$ cat src/rtl/layer_batch_sequencer.sv
// Layer/batch scheduler for the transpose-convolution core: issues start pulses once
// ifmap/weight dependencies are met, with output-BRAM clear, abort and run watchdog.
module layer_batch_sequencer #(
    parameter int NUM_LAYERS      = 4,
    parameter int LAYER_W         = 2,
    parameter int BATCH_W         = 4,
    parameter logic [NUM_LAYERS*BATCH_W-1:0] BATCH_LAST = {4'd0, 4'd0, 4'd3, 4'd7},
    parameter int CLEAR_CYCLES    = 2,
    parameter int WEIGHT_PREFETCH = 1,
    parameter int WRAP_LAYERS     = 1,
    parameter int TIMEOUT_CYCLES  = 0,
    parameter int TIMEOUT_W       = 16
) (
    input  logic               clk,
    input  logic               rst,
    input  logic               weight_write_done,
    input  logic               ifmap_write_done,
    input  logic               batch_complete,
    input  logic               ext_abort,
    output logic               start_pulse,
    output logic [BATCH_W-1:0] current_batch_id,
    output logic [LAYER_W-1:0] current_layer_id,
    output logic               layer_transition,
    output logic               clear_output_bram,
    output logic               all_batches_complete,
    output logic               busy,
    output logic               weight_ready,
    output logic               ifmap_ready,
    output logic               timeout_err
);

    typedef enum logic [2:0] {
        S_IDLE, S_CLEAR, S_ISSUE, S_RUN, S_WAIT_W, S_LAYER_DONE, S_FINISHED
    } state_t;

    localparam int CLR_W = (CLEAR_CYCLES > 1) ? $clog2(CLEAR_CYCLES) : 1;
    localparam logic [CLR_W-1:0]     CLR_LAST   = CLR_W'(CLEAR_CYCLES - 1);
    localparam logic [LAYER_W-1:0]   LAST_LAYER = LAYER_W'(NUM_LAYERS - 1);
    localparam logic                 TO_EN      = (TIMEOUT_CYCLES > 0);
    localparam logic [TIMEOUT_W-1:0] TO_LAST    = TO_EN ? TIMEOUT_W'(TIMEOUT_CYCLES - 1) : '0;

    state_t               state, state_nx;
    logic                 weight_prev, ifmap_prev;
    logic                 weight_loaded, ifmap_loaded;
    logic [CLR_W-1:0]     clr_cnt;
    logic [TIMEOUT_W-1:0] wd_cnt;
    logic [BATCH_W-1:0]   batch_last_cur;
    logic                 w_edge, i_edge, w_accept, bc_eff, clr_done;
    logic                 idle_exit, layer_exit, wait_exit;

    assign w_edge = weight_write_done & ~weight_prev;
    assign i_edge = ifmap_write_done & ~ifmap_prev;
    // Without prefetch, a weight set arriving while a batch is being issued/run is lost.
    assign w_accept = w_edge & ~ext_abort &
                      ((WEIGHT_PREFETCH != 0) || !(state == S_ISSUE || state == S_RUN));
    // The first cycle of RUN carries the start pulse; a completion there is stale.
    assign bc_eff   = batch_complete & (state == S_RUN) & ~start_pulse;
    assign clr_done = (clr_cnt == CLR_LAST);

    assign idle_exit  = (state == S_IDLE)       && (state_nx == S_ISSUE);
    assign layer_exit = (state == S_LAYER_DONE) && (state_nx == S_CLEAR);
    assign wait_exit  = (state == S_WAIT_W)     && (state_nx == S_ISSUE);

    always_comb begin
        batch_last_cur = '0;
        for (int i = 0; i < NUM_LAYERS; i++) begin
            if (current_layer_id == LAYER_W'(i))
                batch_last_cur = BATCH_LAST[i*BATCH_W +: BATCH_W];
        end
    end

    always_comb begin
        state_nx = state;
        case (state)
            S_IDLE:       if (weight_loaded && ifmap_loaded) state_nx = S_ISSUE;
            S_CLEAR:      if (clr_done) state_nx = S_ISSUE;
            S_ISSUE:      state_nx = S_RUN;
            S_RUN: begin
                if (bc_eff) begin
                    if (current_batch_id == batch_last_cur) begin
                        if (current_layer_id == LAST_LAYER && WRAP_LAYERS == 0)
                            state_nx = S_FINISHED;
                        else
                            state_nx = S_LAYER_DONE;
                    end else begin
                        state_nx = S_WAIT_W;
                    end
                end
            end
            S_WAIT_W:     if (weight_loaded) state_nx = S_ISSUE;
            S_LAYER_DONE: if (weight_loaded && ifmap_loaded) state_nx = S_CLEAR;
            S_FINISHED:   state_nx = S_FINISHED;
            default:      state_nx = S_IDLE;
        endcase
        if (ext_abort) state_nx = S_IDLE;
    end

    always_ff @(posedge clk or posedge rst) begin
        if (rst) begin
            state            <= S_IDLE;
            weight_prev      <= 1'b0;
            ifmap_prev       <= 1'b0;
            weight_loaded    <= 1'b0;
            ifmap_loaded     <= 1'b0;
            start_pulse      <= 1'b0;
            layer_transition <= 1'b0;
            current_batch_id <= '0;
            current_layer_id <= '0;
            clr_cnt          <= '0;
            wd_cnt           <= '0;
            timeout_err      <= 1'b0;
        end else begin
            state            <= state_nx;
            weight_prev      <= weight_write_done;
            ifmap_prev       <= ifmap_write_done;
            start_pulse      <= (state == S_ISSUE) && !ext_abort;
            layer_transition <= layer_exit;

            if (ext_abort) begin
                weight_loaded    <= 1'b0;
                ifmap_loaded     <= 1'b0;
                current_batch_id <= '0;
                current_layer_id <= '0;
                clr_cnt          <= '0;
                wd_cnt           <= '0;
                timeout_err      <= 1'b0;
            end else begin
                // A set landing on the consume/clear cycle wins: it is the next set.
                if (w_accept)               weight_loaded <= 1'b1;
                else if (state == S_ISSUE)  weight_loaded <= 1'b0;

                if (i_edge)                       ifmap_loaded <= 1'b1;
                else if (idle_exit || layer_exit) ifmap_loaded <= 1'b0;

                if (idle_exit) begin
                    current_batch_id <= '0;
                    current_layer_id <= '0;
                end else if (wait_exit) begin
                    current_batch_id <= current_batch_id + BATCH_W'(1);
                end else if (layer_exit) begin
                    current_batch_id <= '0;
                    current_layer_id <= (current_layer_id == LAST_LAYER) ? '0
                                        : current_layer_id + LAYER_W'(1);
                end

                if (state == S_CLEAR && !clr_done) clr_cnt <= clr_cnt + CLR_W'(1);
                else                               clr_cnt <= '0;

                if (state == S_ISSUE)
                    wd_cnt <= '0;
                else if (state == S_RUN && wd_cnt != '1)
                    wd_cnt <= wd_cnt + TIMEOUT_W'(1);

                if (TO_EN && state == S_RUN && wd_cnt == TO_LAST)
                    timeout_err <= 1'b1;
            end
        end
    end

    assign clear_output_bram    = (state == S_CLEAR);
    assign all_batches_complete = (state == S_LAYER_DONE) || (state == S_FINISHED);
    assign busy                 = !((state == S_IDLE) || (state == S_FINISHED));
    assign weight_ready         = weight_loaded;
    assign ifmap_ready          = ifmap_loaded;

endmodule

$ cat config.mk
export PLATFORM = sky130hd
export DESIGN_NAME = layer_batch_sequencer
export DESIGN_NICKNAME = d
export VERILOG_FILES = /design/src/rtl/layer_batch_sequencer.sv
export SDC_FILE = /design/constraint.sdc
export NUM_CORES = 1
export LEC_CHECK = 0
export ABC_AREA = 1
export BUFFER_PORTS_ARGS = -buffer_cell sky130_fd_sc_hd__buf_4
export CAP_MARGIN = 10
export CORE_UTILIZATION = 48
export DETAILED_ROUTE_END_ITERATION = 12
export PLACE_DENSITY = 0.7
export SYNTH_ARGS = -nofsm -noshare
export SYNTH_HDL_FRONTEND = slang
export SYNTH_SLANG_ARGS = --single-unit
$ cat constraint.sdc
create_clock -name clk -period 1.5 [get_ports clk]
set_input_delay 0.15 -clock clk [delete_from_list [all_inputs] [get_ports clk]]
set_output_delay 0.15 -clock clk [all_outputs]
set_load 0.01 [all_outputs]
==> metrics.yaml <==
status: "finished, violations left"
violations: "setup timing"
ios: 20
crit_family: "simple AND/OR/NAND/NOR gates"
vias: 964
reg2reg_slack_ns: -0.28
path_max_fanout: 4
final_nets: 187
async_reset_ff_share_pct: 100
p_int_mw: 0.595
track_usage_pct: 23.6
ys_warn_count: 0
critPathRequiredTime_ns: 1.76
synth.top_cells.by_count: "34 x nand2_1, 20 x inv_1, 16 x dfrtp_1, 9 x nand3_1, 9 x nor2_1"
worstSetupPathType: "register to register"
hpwl_um: 1710
synth_edf_count: 0
grt_pass1_wl_um: 3730
initial_core_util_pct: 51.1
clk_latency_ns: 0.31
yosysSeqAreaShare_pct: 40.0
final_layout_size_suffix_gt1_share_pct: 45.7
period_needed_ns: 1.78
cts.htree.levels: 1
cts-root-buf: "clkbuf_4"
drt_iter0_drc: 14
nFillCells: 170
p_leak_nw: 0.823
placement_rows: 16
p_comb_share_pct: 13.7
clock_sinks: 16
avgRoutedWirePerCell_um: 11.5
min_delay_path_depth: 2
fin_util_pct: 73.0
cap_violations: 0
wl_um: 2310
portBuffers: 18
first_pass_iters: 5
vias_per_cell: 4.77
cp_slowest_stage_delay_ns: 0.44
clk_pin_slew_ns: 0.11
skew_ns: 0.0158
cts_tree: "done"
crit_chain: "inv_2 > ha_4 > a21oi_1 > nand3_1 > nor2_2 > nor2_4 > nand4_1 > nand2_2 > nor2_4 > nand2_1 > nand2_1"
synth_cell_types: 25
cts.path.max_buffers: 2
cpMaxStageDelayCell: "dfrtp_2"
numCtsBuffers: 3
fmax_mhz: 563
syn2layout_area_growth_pct: 42.9
crit_arrival_ns: 2.04
powerDensity_mw_per_mm2: 575
die_height_um: 47.7
synth_ff_type: "dfrtp_1"
cp.depth: 11
slew_viol_final: 0
ant_nets: 0
setup-tns-final_ns: -2.12
worstHoldStart: "ext_abort"
gp_congestion: 0.823
ir_drop_mv: 0.479
worstReg2RegEnd: "current_batch_id[0]"
die_w_um: 47.7
netlist.area_leader.share_pct: 40.0
reg2reg_from: "current_layer_id[0]"
tightest_slew_ns: 0.600
diodes: 0
pwr-share-seq_pct: 54.7
p_switching_mw: 0.229
grt_pass1_vias: 883
path_buf_inv: 1
syn_area_per_cell_um2: 7.65
coreArea_mm2: 0.00196
drc_errors: 0
finalHoldViolCount: 0
hold-worst-slack_ns: 0.103
grt_max_degree: 17
ff2ff_path_depth: 11
period_share_pct: 119
synthTopCellsByArea: "dfrtp_1 40%, nand2_1 13%, inv_1 7.5%"
synth_cells: 131
synth_nets: 142
min_path_type: "primary input to register"
yosysTopAreaCell: "dfrtp_1"
p_sw_share_pct: 27.8
critPathLaunchType: "register"
slew_headroom_pct: 60.0
setup_violations: 9
syn-cell-area_mm2: 0.00100
hold_path_end: "state[2]"
die-area_mm2: 0.00227
antenna_found_initial: 0
end_kind: "register"
pwr-share-clk_pct: 31.6
layout_setup_ws_ns: -0.278
ys_seq_elements: 16
rsz0062_at_grt: "true"
yosysMostFrequentCell: "nand2_1"
gr-total-overflow: 0
## routing by layer
metal / track usage, % / wire length [µm]
met5: 0 / 0
met2: 40.3 / 1220
met4: 10.0 / 31
met1: 30.4 / 1010
met3: 2.26 / 50
## through the flow
| stage | worst slack [ns] | instance area [µm²] | instances | total power, mW |
|---|---|---|---|---|
| floorplan | -0.0848 | 1010 | 131 | 0.516 |
| global placement | -0.227 | 1290 | 191 | 0.557 |
| detailed placement | -0.269 | 1290 | 191 | 0.560 |
| CTS | -0.232 | 1410 | 200 | 0.821 |
| global route | -0.405 | 1430 | 202 | 0.852 |
| finish | -0.278 | 1430 | 202 | 0.824 |
## registers in the layout, summed over array words and instances (netlist names)
| register | flops |
|---|---|
| current_layer_id | 2 |
| state | 3 |
| layer_transition | 1 |
| clr_cnt | 1 |
| start_pulse | 1 |
| ifmap_ready | 1 |
| weight_ready | 1 |
| weight_prev | 1 |
| current_batch_id | 4 |
| ifmap_prev | 1 |
## worst max-delay path by stage
stage                           to  slack, ns                start
3_5_place_dp   current_batch_id[0]      -0.27  current_layer_id[1]
2_1_floorplan  current_layer_id[0]      -0.08  current_layer_id[1]
5_1_grt        current_batch_id[1]      -0.40  current_layer_id[0]
3_3_place_gp   current_batch_id[2]      -0.23  current_layer_id[1]
4_1_cts        current_batch_id[0]      -0.23  current_layer_id[0]
6_report       current_batch_id[0]      -0.28  current_layer_id[0]
## final cells by class
cell class / count / area (µm²) / share of cell area (%)
multi-input combinational: 91 / 556 / 38.8
sequential: 16 / 407 / 28.4
timing repair buffer: 41 / 319 / 22.3
inverter: 23 / 91.3 / 6.38
tap: 27 / 33.8 / 2.36
clock buffer: 4 / 26.3 / 1.83
## placed cells by master (no fill, tap or decap), types with 4 or more instances in the layout
cell type and count:
buf_4 37, dfrtp_1 11, dfrtp_2 5, inv_1 15, inv_2 5, nand2_1 32
nand2_2 5, nand3_1 9, nor2_1 6, nor2_2 7, nor2_4 4
## cells by family (layout without fill, tap and decap cells)
logic type / after synthesis / in the layout / share of synthesized area (%)
adders and majority gates: 5 / 5 / 6.24
AOI/OAI and AO/OA: 7 / 7 / 3.74
DFF: 16 / 16 / 39.9
other: 1 / 1 / 0.374
and+or+nand+nor: 78 / 78 / 40.3
buffers and inverters: 24 / 68 / 9.36
## what timing repair did
| action | 4_1_cts | 5_1_grt |
|---|---|---|
| gates resized for setup | 12 | 7 |
| hold endpoints to repair | 18 | 0 |
| hold buffers | 3 | 0 |
| pin swaps | 1 | 1 |
| setup buffers | 2 | 2 |
| setup endpoints to repair | 10 | 11 |
## power groups by stage
| stage | logic, mW | registers [mW] | clock network [mW] |
|---|---|---|---|
| after global placement | 0.0989 | 0.458 | 0 |
| after CTS | 0.110 | 0.451 | 0.260 |
| after floorplan | 0.0569 | 0.459 | 0 |
| after detailed placement | 0.102 | 0.458 | 0 |
| final | 0.113 | 0.451 | 0.260 |
| after global routing | 0.126 | 0.454 | 0.273 |
(Power assumes the default switching activity.)
